[src/rtl/credit_fir_pkg.sv]
`default_nettype none
// ============================================================================
//  Module   : credit_fir_pkg
//  Purpose  : Shared constants and helpers for the credit-based FIR wrapper.
//  Revision : 1.0
// ============================================================================
package credit_fir_pkg;

    localparam int CORE_LATENCY = 5;
    localparam int NUM_TAPS     = 4;
    localparam int GUARD_BITS   = 3;
    localparam int TAP_COEF [NUM_TAPS] = '{1, 2, 2, 1};

    // Counter must represent 0 .. 2**fifo_addr inclusive.
    function automatic int credit_cnt_width(input int fifo_addr);
        return $clog2((1 << fifo_addr) + 1);
    endfunction

endpackage
`default_nettype wire

[src/rtl/credit_sync_fifo.sv]
`default_nettype none
// ============================================================================
//  Module   : credit_sync_fifo
//  Purpose  : Synchronous FIFO with registered read port and full/empty flags.
//  Revision : 1.0
// ============================================================================
module credit_sync_fifo #(
    parameter int    DATA_WIDTH = 16,
    parameter int    FIFO_ADDR  = 4,
    parameter string FIFO_TYPE  = "BRAM"
) (
    input  logic                  clock,
    input  logic                  reset,
    input  logic                  i_wr_en,
    input  logic [DATA_WIDTH-1:0] i_wr_data,
    input  logic                  i_rd_en,
    output logic [DATA_WIDTH-1:0] o_rd_data,
    output logic                  o_full,
    output logic                  o_empty
);

    localparam int c_depth = 1 << FIFO_ADDR;

    logic [FIFO_ADDR:0]      wr_ptr_q, wr_ptr_d;
    logic [FIFO_ADDR:0]      rd_ptr_q, rd_ptr_d;
    logic [DATA_WIDTH-1:0]   rd_data_q;
    logic                    w_wr_fire;
    logic                    w_rd_fire;
    logic [FIFO_ADDR-1:0]    w_wr_addr;
    logic [FIFO_ADDR-1:0]    w_rd_addr;

    // Extra pointer MSB distinguishes full from empty when addresses match.
    assign o_full    = (wr_ptr_q[FIFO_ADDR] != rd_ptr_q[FIFO_ADDR]) &&
                       (wr_ptr_q[FIFO_ADDR-1:0] == rd_ptr_q[FIFO_ADDR-1:0]);
    assign o_empty   = (wr_ptr_q == rd_ptr_q);
    assign w_wr_fire = i_wr_en && !o_full;
    assign w_rd_fire = i_rd_en && !o_empty;
    assign w_wr_addr = wr_ptr_q[FIFO_ADDR-1:0];
    assign w_rd_addr = rd_ptr_q[FIFO_ADDR-1:0];
    assign o_rd_data = rd_data_q;

    always_comb begin
        wr_ptr_d = wr_ptr_q;
        rd_ptr_d = rd_ptr_q;
        if (w_wr_fire) begin
            wr_ptr_d = wr_ptr_q + (FIFO_ADDR+1)'(1);
        end
        if (w_rd_fire) begin
            rd_ptr_d = rd_ptr_q + (FIFO_ADDR+1)'(1);
        end
    end

    always_ff @(posedge clock or posedge reset) begin
        if (reset) begin
            wr_ptr_q <= '0;
            rd_ptr_q <= '0;
        end else begin
            wr_ptr_q <= wr_ptr_d;
            rd_ptr_q <= rd_ptr_d;
        end
    end

    generate
        if (FIFO_TYPE == "LUTRAM") begin : g_lutram
            (* ram_style = "distributed" *) logic [DATA_WIDTH-1:0] mem_q [c_depth];
            logic [DATA_WIDTH-1:0] w_rd_word;

            assign w_rd_word = mem_q[w_rd_addr];

            always_ff @(posedge clock) begin
                if (w_wr_fire) begin
                    mem_q[w_wr_addr] <= i_wr_data;
                end
                if (w_rd_fire) begin
                    rd_data_q <= w_rd_word;
                end
            end
        end else begin : g_bram
            (* ram_style = "block" *) logic [DATA_WIDTH-1:0] mem_q [c_depth];

            always_ff @(posedge clock) begin
                if (w_wr_fire) begin
                    mem_q[w_wr_addr] <= i_wr_data;
                end
                if (w_rd_fire) begin
                    rd_data_q <= mem_q[w_rd_addr];
                end
            end
        end
    endgenerate

endmodule
`default_nettype wire

[src/rtl/credit_fir_wrapper.sv]
`default_nettype none
// ============================================================================
//  Module   : credit_fir_wrapper
//  Purpose  : Credit-based latency-insensitive wrapper around a 4-tap FIR.
//  Revision : 1.0
// ============================================================================
module credit_fir_wrapper
    import credit_fir_pkg::*;
#(
    parameter int    DATA_WIDTH = 16,
    parameter int    FIFO_ADDR  = 4,
    parameter string FIFO_TYPE  = "BRAM"
) (
    input  logic                         clock,
    input  logic                         reset,
    input  logic signed [DATA_WIDTH-1:0] i_data,
    input  logic                         i_valid,
    output logic                         o_increment_count,
    output logic signed [DATA_WIDTH-1:0] o_data,
    output logic                         o_valid,
    input  logic                         i_increment_count
);

    localparam int                c_cnt_w      = credit_cnt_width(FIFO_ADDR);
    localparam int                c_y_w        = DATA_WIDTH + GUARD_BITS;
    localparam logic [c_cnt_w-1:0] c_credit_max = c_cnt_w'(1 << FIFO_ADDR);

    logic                         w_fifo_full;
    logic                         w_fifo_empty;
    logic [DATA_WIDTH-1:0]        w_fifo_rd_data;
    logic                         w_pop;
    logic [c_y_w-1:0]             w_prod [NUM_TAPS];
    logic                         w_unused_y_msbs;

    logic [c_cnt_w-1:0]           credit_q, credit_d;
    logic                         inc_out_q, inc_out_d;
    logic [CORE_LATENCY-1:0]      valid_q, valid_d;
    logic signed [DATA_WIDTH-1:0] tap_q [NUM_TAPS];
    logic signed [DATA_WIDTH-1:0] tap_d [NUM_TAPS];
    logic [c_y_w-1:0]             psum_lo_q, psum_lo_d;
    logic [c_y_w-1:0]             psum_hi_q, psum_hi_d;
    logic [c_y_w-1:0]             y_q, y_d;
    logic signed [DATA_WIDTH-1:0] data_out_q, data_out_d;

    credit_sync_fifo #(
        .DATA_WIDTH (DATA_WIDTH),
        .FIFO_ADDR  (FIFO_ADDR),
        .FIFO_TYPE  (FIFO_TYPE)
    ) u_in_fifo (
        .clock     (clock),
        .reset     (reset),
        .i_wr_en   (i_valid),
        .i_wr_data (i_data),
        .i_rd_en   (w_pop),
        .o_rd_data (w_fifo_rd_data),
        .o_full    (w_fifo_full),
        .o_empty   (w_fifo_empty)
    );

    // Credit is taken at pop time so every in-flight word already owns a slot downstream.
    assign w_pop = !w_fifo_empty && (credit_q != '0);

    always_comb begin
        credit_d = credit_q;
        case ({w_pop, i_increment_count})
            2'b10: credit_d = credit_q - c_cnt_w'(1);
            2'b01: begin
                if (credit_q != c_credit_max) begin
                    credit_d = credit_q + c_cnt_w'(1);
                end
            end
            default: credit_d = credit_q;
        endcase
    end

    generate
        for (genvar gi = 0; gi < NUM_TAPS; gi++) begin : g_prod
            localparam logic [c_y_w-1:0] c_coef = c_y_w'(TAP_COEF[gi]);
            assign w_prod[gi] = {{GUARD_BITS{tap_q[gi][DATA_WIDTH-1]}}, tap_q[gi]} * c_coef;
        end
    endgenerate

    // Stages: 1 FIFO read, 2 tap shift, 3 partial sums, 4 full sum, 5 output.
    always_comb begin
        inc_out_d = w_pop;
        valid_d   = {valid_q[CORE_LATENCY-2:0], w_pop};
        tap_d     = tap_q;
        if (valid_q[0]) begin
            tap_d[0] = w_fifo_rd_data;
            for (int i = 1; i < NUM_TAPS; i++) begin
                tap_d[i] = tap_q[i-1];
            end
        end
        psum_lo_d  = valid_q[1] ? (w_prod[0] + w_prod[1]) : psum_lo_q;
        psum_hi_d  = valid_q[1] ? (w_prod[2] + w_prod[3]) : psum_hi_q;
        y_d        = valid_q[2] ? (psum_lo_q + psum_hi_q) : y_q;
        data_out_d = valid_q[3] ? y_q[DATA_WIDTH-1:0] : data_out_q;
    end

    always_ff @(posedge clock or posedge reset) begin
        if (reset) begin
            credit_q   <= c_credit_max;
            inc_out_q  <= 1'b0;
            valid_q    <= '0;
            for (int i = 0; i < NUM_TAPS; i++) begin
                tap_q[i] <= '0;
            end
            psum_lo_q  <= '0;
            psum_hi_q  <= '0;
            y_q        <= '0;
            data_out_q <= '0;
        end else begin
            credit_q   <= credit_d;
            inc_out_q  <= inc_out_d;
            valid_q    <= valid_d;
            tap_q      <= tap_d;
            psum_lo_q  <= psum_lo_d;
            psum_hi_q  <= psum_hi_d;
            y_q        <= y_d;
            data_out_q <= data_out_d;
        end
    end

    // Guard bits only matter for the internal sum; the output wraps to DATA_WIDTH.
    assign w_unused_y_msbs   = ^y_q[c_y_w-1:DATA_WIDTH];

    assign o_increment_count = inc_out_q;
    assign o_valid           = valid_q[CORE_LATENCY-1];
    assign o_data            = data_out_q;

    a_no_write_when_full: assert property (
        @(posedge clock) disable iff (reset) !(i_valid && w_fifo_full));

    a_no_credit_overflow: assert property (
        @(posedge clock) disable iff (reset)
        !(i_increment_count && !w_pop && (credit_q == c_credit_max)));

endmodule
`default_nettype wire

[config.mk]
export PLATFORM = sky130hd
export DESIGN_NAME = credit_fir_wrapper
export DESIGN_NICKNAME = d
export VERILOG_FILES = /design/src/rtl/credit_fir_pkg.sv /design/src/rtl/credit_sync_fifo.sv /design/src/rtl/credit_fir_wrapper.sv
export SDC_FILE = /design/constraint.sdc
export NUM_CORES = 1
export LEC_CHECK = 0
export ABC_CLOCK_PERIOD_IN_PS = 8980
export CORE_UTILIZATION = 50
export DETAILED_ROUTE_END_ITERATION = 12
export GPL_TIMING_DRIVEN = 0
export HOLD_SLACK_MARGIN = 0.15
export PLACE_DENSITY = 0.66
export SLEW_MARGIN = 40
export SYNTH_ARGS = -nofsm -noshare
export SYNTH_HDL_FRONTEND = slang
export SYNTH_SLANG_ARGS = --single-unit
[constraint.sdc]
create_clock -name clock -period 8.98 [get_ports clock]
set_clock_uncertainty 0.1 [all_clocks]
set_input_delay 1.796 -clock clock [delete_from_list [all_inputs] [get_ports clock]]
set_output_delay 1.796 -clock clock [all_outputs]
set_load 0.02 [all_outputs]
# [After elaboration in Yosys (flattened, before gate mapping)]
# Memory sizes are Yosys's and may differ from the RTL's. A register that Yosys moved wholly into a read port is not among the register bits.
# Cells that the tools add are included.
[word_totals] reg_bits=149 ramBits=256 in_bits=20 out_inout_bits=18 mem_count=1
[mem_list] memory="u_in_fifo.g_bram.mem_q" words=16 word_bits=16 rd=1 rd_ports_with_merged_regs=1 write_ports=1 line="credit_sync_fifo.sv:79" rtl="(* ram_style = \"block\" *) logic [DATA_WIDTH-1:0] mem_q [c_depth];"
[classes] n_addsub=7 n_eq_ne=7 muxes=4 n_reduce_logical=9
[ops] op="$add A16 B16 Y16" count=3
[ops] op="$add A5 B1 Y5 const B" count=3
[ops] op="$pmux W5 S2" count=1
[ops] op="$eq A5 B5 Y1" count=1
[ops] op="$mux W5" count=1
[ops] op="$ne A5 B5 Y1 const B" count=1
[ops] op="$reduce_bool A5 Y1" count=1
[ops] op="$sub A5 B1 Y5 const B" count=1
[ops] op="$eq A4 B4 Y1" count=1
[ops] op="$logic_and A1 B1 Y1" count=4
[ops] op="$eq A2 B1 Y1 const B" count=1
[ops] op="$eq A2 B2 Y1 const B" count=1
[ops] op="$logic_not A1 Y1" count=2
[ops] op="$mux W1" count=2
[ops] op="$ne A2 B2 Y1 const B" count=1
[ops] op="$reduce_and A2 Y1" count=1
[ops] op="$reduce_bool A2 Y1" count=1
[ops] op="$ne A1 B1 Y1" count=1

# [Longest topological paths before layout]
# Gate-level depths: netlist (run 1).
[depth] ltp_word=6 mapped_depth=13

# [By module]
# From an unflattened synthesis (run 1), not the netlist that was laid out.
[unflattened] cells_unflattened=1106 area_unflattened_um2=18173.7
[by_module_without_submodules] mod="credit_sync_fifo" n_inst=1 cells_per_inst=517 area_per_inst_um2=11004.3 seq_area_each_um2=8418.1
[by_module_without_submodules] mod="credit_fir_wrapper" n_inst=1 cells_per_inst=589 area_per_inst_um2=7169.4 seq_area_each_um2=3454.6

# [Worst setup path after synthesis (run 1)]
# No wires, ideal clock.
[synth_timing] kind="input to register" start="in i_valid" end="mem u_in_fifo.g_bram.mem_q[3][0] (enable)" arrival_time_ps=3292 required_ps=8471 path_slack_ps=5179 stages=4 path_buffers=1 cell_sequence="o21a_1 -> buf_4 -> nand2_1 -> nor3_1"
[synth_between] elab_chain_len=3
[synth_lines] item="from (decl)" line="credit_fir_wrapper.sv:17" rtl="input logic i_valid,"
[synth_lines] item="$logic_and A1 B1 Y1" line="credit_sync_fifo.sv:36" rtl="assign w_wr_fire = i_wr_en && !o_full;"
[synth_lines] item="$mux W1" line="credit_sync_fifo.sv:82" rtl="if (w_wr_fire) begin"
[synth_lines] item="$mux W1 (implied by the code)" line="credit_sync_fifo.sv:83" rtl="mem_q[w_wr_addr] <= i_wr_data;"
[synth_lines] item="to (decl)" line="credit_sync_fifo.sv:79"
# No other way between the ends.

# [Final worst setup path (run 1)]
[layout_timing] start="in i_increment_count" end="reg credit_q[4]"
[layout_between] elab_chain_len=3 word_cells_on_any_way=6
[layout_lines] item="from (decl)" line="credit_fir_wrapper.sv:21" rtl="input logic i_increment_count"
[layout_lines] item="$eq A2 B1 Y1 / $eq A2 B2 Y1 (equally long branches)" line="credit_fir_wrapper.sv:65" rtl="case ({w_pop, i_increment_count})"
[layout_lines] item="$ne A2 B2 Y1 (no line) / $reduce_bool A2 Y1 (equally long branches)"
[layout_lines] item="$reduce_and A2 Y1 (no line)"
[layout_lines] item="to (signal assigned)" line="credit_fir_wrapper.sv:102" rtl="credit_q <= c_credit_max;"
[layout_lines] item="to (signal assigned)" line="credit_fir_wrapper.sv:113" rtl="credit_q <= credit_d;"
[layout_lines] item="to (decl)" line="credit_fir_wrapper.sv:35" rtl="logic [c_cnt_w-1:0] credit_q, credit_d;"
# Several ways; a longest one is shown, not always the timed one.
# A chain may end at the register's enable or synchronous reset.

==> run_results.csv, run 1 <==
group,metric,value,unit
outcome,status,"completed",
placed_design,io_buffers,37,
power,power,8.198,mW
floorplanning,start_util,50.85,%
synthesis,synthFlopType,"edfxtp_1",
synthesis,synth_area_per_cell,16.46,sq um
cts,cts_buffers,44,
power,p_per_area,393.7,nW/um^2
worst_setup_path,cp_num_buf_inv,2,
global_routing,grt_overflow,0,
synthesis,synth_edf_count,272,
floorplanning,die_height,192.2,um
worst_setup_path,crit_arrival,4.16,ns
routing,wl,34.43,mm
cts,path_clk_slew,0.06,ns
routing,wl_per_cell,20.32,um
finish,drive_gt1_share,24.90,%
global_routing,antenna_found_initial,0,
floorplanning,die_area,36940,sq um
cts,hold_buffers,0,
synthesis,ys_types,69,
worst_setup_path,cp_top_family,"buffers and inverters",
cts,cts_tree,"done",
finish,area_delta_synth_final,15.11,%
global_routing,grt_pass1_vias,9793,
synthesis,synthCells,1099,
synthesis,synth_area,18090,sq um
worst_setup_path,crit_fanout,10,
floorplanning,num_rows,69,
worst_setup_path,endpoint_kind,"flop",
floorplanning,die_x,192.2,um
worst_setup_path,critPathLaunchType,"input port",
worst_setup_path,crit_chain,"clkdlybuf4s50_1 -> clkbuf_1 -> nand2_1 -> fa_1 -> a21o_1 -> a21oi_1 -> nor3b_2 -> a31oi_1 -> o211ai_1",
finish,layout_common_cells,"edfxtp_1, dfrtp_1, mux2_2",
synthesis,ys_seq_area_share,65.64,%
finish,nets,1275,
placed_design,post-dp-hpwl,24.01,mm
synthesis,yosys.area.top_type,"edfxtp_1",
routing,dr.pass1.iters,4,
synthesis,syn-num-nets,1174,
cts,cts_resized,0,
global_routing,track_usage,19.71,%
timing,hold_viol_final,0,
cts,post-cts-setup-buffers,0,
global_routing,grt_pass1_wl,54.70,mm
worst_setup_path,critPathSlowestCell,"clkdlybuf4s50_1",
finish,insertedDiodeCount,0,
floorplanning,coreArea,35570,sq um
routing,num_vias,9530,
timing,worst_slew_pin_slew,0.8067,ns
timing,setup_viol_count_final,0,
synthesis,ys_seq_elements,420,
power,vdd_drop_max,0.2440,mV
routing,ant_nets,0,
worst_setup_path,max_stage_delay,0.48,ns
timing,finalCritPeriodShare,42.13,%
worst_setup_path,r2r_slack,5.77,ns
timing,rsz0062_at_grt,"false",
min_path,min_path_type,"reg2reg",
global_routing,grt_max_degree,72,
synthesis,synth_top_area_share,45.16,%
worst_setup_path,cp.required,9.36,ns
routing,post-route-drc-count,0,
run,drv_cap,0,
placed_design,gp_congestion,0.7897,
cts,root_buffer,"clkbuf_16",
floorplanning,ioPinCount,38,
finish,final_common_cell,"edfxtp_1",
worst_setup_path,critPathKind,"in2reg",
routing,vias_per_cell,5.626,
cts,htree_levels,2,
timing,timing.fmax,0.2643,GHz
timing,slew_violations,0,
cts,clkSinkCount,420,
cts,clk_path_buf_depth,3,
synthesis,synth.area.top_cells,"edfxtp_1, dfrtp_1, mux4_2",
cts,clock_latency,0.57,ns
timing,fin_crit,3.784,ns
synthesis,ys_warn_count,0,
routing,drt_iter0_drc,561,
timing,setup_tns,0,ns
timing,slew_headroom,46.22,%
power,power.leakage,7.574,nW
synthesis,async_flop_share,35.24,%
==> cell type report <==
type,count,area (sq um)
Clock buffer,60,1242
Fill cell,2713,14750
Tap cell,461,576.8
Timing Repair Buffer,55,645.6
Inverter,13,56.30
Clock inverter,19,150.1
Sequential cell,420,11870
Multi-Input combinational cell,618,6055
Buffer,48,221.5
==> flip-flops by register name (all words and copies together), names as in the netlist <==
signal and cells:
credit_q 5, u_in_fifo.rd_ptr_q 5, o_data 16, u_in_fifo.g_bram.mem_q 256
psum_lo_q 16, u_in_fifo.wr_ptr_q 5, u_in_fifo.o_rd_data 16, valid_q 5
tap_q 64, y_q 16, psum_hi_q 16
==> cell usage after synthesis (6+ instances only) <==
| cell type | n |
|---|---|
| edfxtp_1 | 272 |
| ha_1 | 51 |
| mux4_2 | 64 |
| a21o_1 | 21 |
| nand4_1 | 6 |
| inv_1 | 12 |
| o21ai_0 | 18 |
| buf_2 | 11 |
| nor2_1 | 41 |
| nor3_1 | 12 |
| xnor2_1 | 36 |
| a211oi_1 | 24 |
| mux2_2 | 106 |
| xor2_1 | 10 |
| mux2i_1 | 21 |
| dfrtp_1 | 147 |
| a31oi_1 | 9 |
| nor2b_1 | 21 |
| a21oi_1 | 56 |
| and3_1 | 6 |
| o211ai_1 | 7 |
| clkbuf_1 | 28 |
| nand2_1 | 30 |
==> cell families (layout without fill, tap and decap cells) <==
group	after synthesis	after routing	synth area share (%)
AOI/OAI and AO/OA	185	185	7.042
xor gates and xnor gates	46	46	2.227
adders and majority gates	55	55	3.971
buffers and inverters	61	195	1.494
DFF	420	420	65.64
muxes	191	191	15.73
and+or+nand+nor	141	141	3.895
==> final timing paths <==
kind	from	endpoint	depth (start not counted)
min reg2reg	valid_q[3]$_DFF_PP0_	valid_q[4]$_DFF_PP0_	0
max in group asynchronous	reset	psum_hi_q[10]$_DFFE_PP0P_	4
min in group asynchronous	reset	credit_q[1]$_DFFE_PP0P_	2
min	valid_q[3]$_DFF_PP0_	valid_q[4]$_DFF_PP0_	0
max reg2reg	u_in_fifo.rd_ptr_q[3]$_DFFE_PP0P_	credit_q[4]$_DFFE_PP1P_	13
max	i_increment_count	credit_q[4]$_DFFE_PP1P_	9
==> metrics by stage <==
stage	hold slack [ns]	worst slack (ns)	instances	util (%)	cell area, sq um
final	0.2694	5.196	1694	58.53	20820
after global routing	0.2865	5.063	1694	58.53	20820
after CTS	0.2709	5.233	1694	58.53	20820
after detailed placement	0.2573	4.621	1615	54.62	19430
after global placement	0.2577	0.9248	1597	53.51	19030
after floorplan	0.2519	3.106	1099	-	18090
==> power by group <==
part	switching [mW]	internal [mW]	total, mW	leakage (nW)
clock	0.737	1.00	1.74	0.692
combinational	1.84	1.71	3.55	2.70
sequential	0.274	2.63	2.91	4.18
==> per-layer routing <==
| metal | GRT usage [%] | up-vias | part of all wire (%) |
|---|---|---|---|
| met5 | 0 | - | 0 |
| met4 | 6.572 | 0 | 2.3 |
| met3 | 2.796 | 56 | 3.4 |
| met2 | 35.22 | 157 | 53 |
| met1 | 24.50 | 4824 | 42 |
| li1 | - | 4493 | - |
Note: power is estimated with default switching activity, not from simulation.
==> run 2, diff against run 1 <==
--- a/config.mk
+++ b/config.mk
@@ -5,7 +5,7 @@
 export SDC_FILE = /design/constraint.sdc
 export NUM_CORES = 1
 export LEC_CHECK = 0
-export ABC_CLOCK_PERIOD_IN_PS = 8980
+export ABC_CLOCK_PERIOD_IN_PS = 3590
 export CORE_UTILIZATION = 50
 export DETAILED_ROUTE_END_ITERATION = 12
 export GPL_TIMING_DRIVEN = 0
==> constraint.sdc (replaced) <==
create_clock -name clock -period 3.59 [get_ports clock]
set_clock_uncertainty 0.1 [all_clocks]
set_input_delay 0.718 -clock clock [delete_from_list [all_inputs] [get_ports clock]]
set_output_delay 0.718 -clock clock [all_outputs]
set_load 0.02 [all_outputs]
==> run 2 against run 1 <==
Die area is the same. Hold slack gained 0.0034 ns. Global-route usage grew 0.24 points. Sequential power rose to 2.5 times the previous value. Design area up 1.0%. Sequential share of layout area decreased by 0.56 points. Critical endpoint unchanged. Largest cell class unchanged. Highest routed layer unchanged.
==> run_results.csv, run 2 (synthesis results as in run 1) <==
group,metric,value,unit
power,power.leakage,7.667,nW
power,p_per_area,988.0,nW/um^2
finish,nets,1281,
routing,wl_per_cell,20.55,um
routing,num_vias,9657,
global_routing,grt_overflow,0,
cts,cts_resized,0,
placed_design,post-dp-hpwl,24.51,mm
min_path,min_path_type,"reg2reg",
global_routing,grt_pass1_wl,55.67,mm
finish,drive_gt1_share,25.52,%
placed_design,io_buffers,37,
timing,timing.fmax,0.3053,GHz
finish,area_delta_synth_final,16.26,%
floorplanning,die_area,36940,sq um
min_path,hold_depth,0,
routing,drt_iter0_drc,569,
floorplanning,ioPinCount,38,
worst_setup_path,reg2reg_from,"u_in_fifo.wr_ptr_q[2]$_DFFE_PP0P_",
placed_design,placed_area,19540,sq um
global_routing,track_usage,19.95,%
worst_setup_path,critPathKind,"reg2reg",
outcome,status,"completed",
finish,layout_common_cells,"edfxtp_1, dfrtp_1, mux2_2",
worst_setup_path,crit_arrival,3.66,ns
global_routing,grt_pass1_vias,10060,
placed_design,place_ws,0.3104,ns
cts,post-cts-setup-buffers,0,
timing,setup_viol_count_final,0,
power,vdd_drop_max,0.5717,mV
cts,path_clk_slew,0.06,ns
worst_setup_path,critPathLaunchType,"flop",
timing,slew_violations,0,
finish,area.sequential,11870,sq um
timing,finalCritPeriodShare,91.25,%
cts,root_buffer,"clkbuf_16",
floorplanning,die_x,192.2,um
timing,worst_slew_pin_slew,0.8091,ns
finish,insertedDiodeCount,0,
floorplanning,start_util,50.85,%
timing,slew_headroom,46.06,%
run,drv_cap,0,
worst_setup_path,reg2reg_depth,13,
worst_setup_path,r2r_slack,0.31,ns
finish,regMostFlops,"u_in_fifo.g_bram.mem_q",
floorplanning,die_height,192.2,um
routing,ant_nets,0,
worst_setup_path,crit_fanout,10,
finish,top_regs,"u_in_fifo.g_bram.mem_q x256, tap_q x64",
timing,rsz0062_at_grt,"false",
worst_setup_path,endpoint_kind,"flop",
cts,htree_levels,2,
timing,fin_crit,3.276,ns
global_routing,grt_max_degree,25,
cts,cts_tree,"done",
worst_setup_path,cp.required,3.97,ns
finish,fill_cells,2710,
routing,wl,35.00,mm
cts,clkSinkCount,420,
finish,largest_reg_flops,256,
power,power,20.78,mW
cts,hold_buffers,0,
floorplanning,coreArea,35570,sq um
finish,multiInputGateArea,6055,sq um
placed_design,gp_congestion,0.8026,
finish,final_common_cell,"edfxtp_1",
cts,clk_path_buf_depth,3,
min_path,min_from,"valid_q[3]$_DFF_PP0_",
floorplanning,num_rows,69,
worst_setup_path,r2r_end,"credit_q[4]$_DFFE_PP1P_",
cts,cts_buffers,44,
routing,post-route-drc-count,0,
cts,clock_latency,0.58,ns
finish,fin_area,21030,sq um
timing,worst_slack,0.3141,ns
min_path,holdPathEnd,"valid_q[4]$_DFF_PP0_",
global_routing,antenna_found_initial,0,
routing,dr.pass1.iters,4,
timing,hold_viol_final,0,
routing,vias_per_cell,5.671,
[run 2: critical path: stages (launching register included)]
cell and delay [ns]:
dfrtp_1 0.37, buf_2 0.20, xnor2_1 0.20, nand4_1 0.26
or2_0 0.27, buf_2 0.18, o21ai_4 0.13, nand2_1 0.19
fa_1 0.45, a21o_1 0.17, a21oi_1 0.31, nor3b_2 0.10
nand3b_1 0.17, o211ai_1 0.10
[run 2: area by class of cell]
| class | count | share of cell area (%) |
|---|---|---|
| Buffer | 48 | 1.053 |
| Clock buffer | 56 | 5.736 |
| Clock inverter | 26 | 1.321 |
| Inverter | 13 | 0.2499 |
| Multi-Input combinational cell | 618 | 28.79 |
| Sequential cell | 420 | 56.46 |
| Tap cell | 461 | 2.743 |
| Timing Repair Buffer | 61 | 3.642 |
[run 2: report_power, final]
part           internal (mW)  total [mW]  switching (mW)  leakage, nW
logic                   4.29        8.93            4.64         2.75
registers               6.59        7.28           0.690         4.18
clock network           2.68        4.57            1.88        0.730
total                   13.6        20.8            7.21         7.67
[run 2: stage by stage]
step	std cells	util [%]	TNS (ns)	hold slack, ns
final	1703	59.12	0	0.2728
after global routing	1703	59.12	0	0.2828
after CTS	1703	59.12	0	0.2732
after detailed placement	1621	54.95	0	0.2600
after global placement	1597	53.52	-100.86	0.2561
after floorplan	1099	-	0	0.2519
[run 2: worst max path at each step]
stage	from	to	depth (start not counted)
6_report	u_in_fifo.wr_ptr_q[2]$_DFFE_PP0P_	credit_q[4]$_DFFE_PP1P_	13
3_5_place_dp	i_increment_count	credit_q[4]$_DFFE_PP1P_	9
3_3_place_gp	i_valid	u_in_fifo.g_bram.mem_q[1][12]$_DFFE_PP_	5
2_1_floorplan	u_in_fifo.wr_ptr_q[3]$_DFFE_PP0P_	u_in_fifo.g_bram.mem_q[3][0]$_DFFE_PP_	7
5_1_grt	u_in_fifo.wr_ptr_q[2]$_DFFE_PP0P_	credit_q[4]$_DFFE_PP1P_	13
4_1_cts	u_in_fifo.wr_ptr_q[2]$_DFFE_PP0P_	credit_q[4]$_DFFE_PP1P_	13
[run 2: metal layers]
metal	global-route usage (%)	up-vias	share of wire [%]	wire length [um]
li1	-	4499	-	-
met5	0	-	0	0
met3	3.124	55	4.2	1473
met4	5.936	0	2.1	747
met1	24.87	4896	41	14350
met2	35.67	207	53	18430
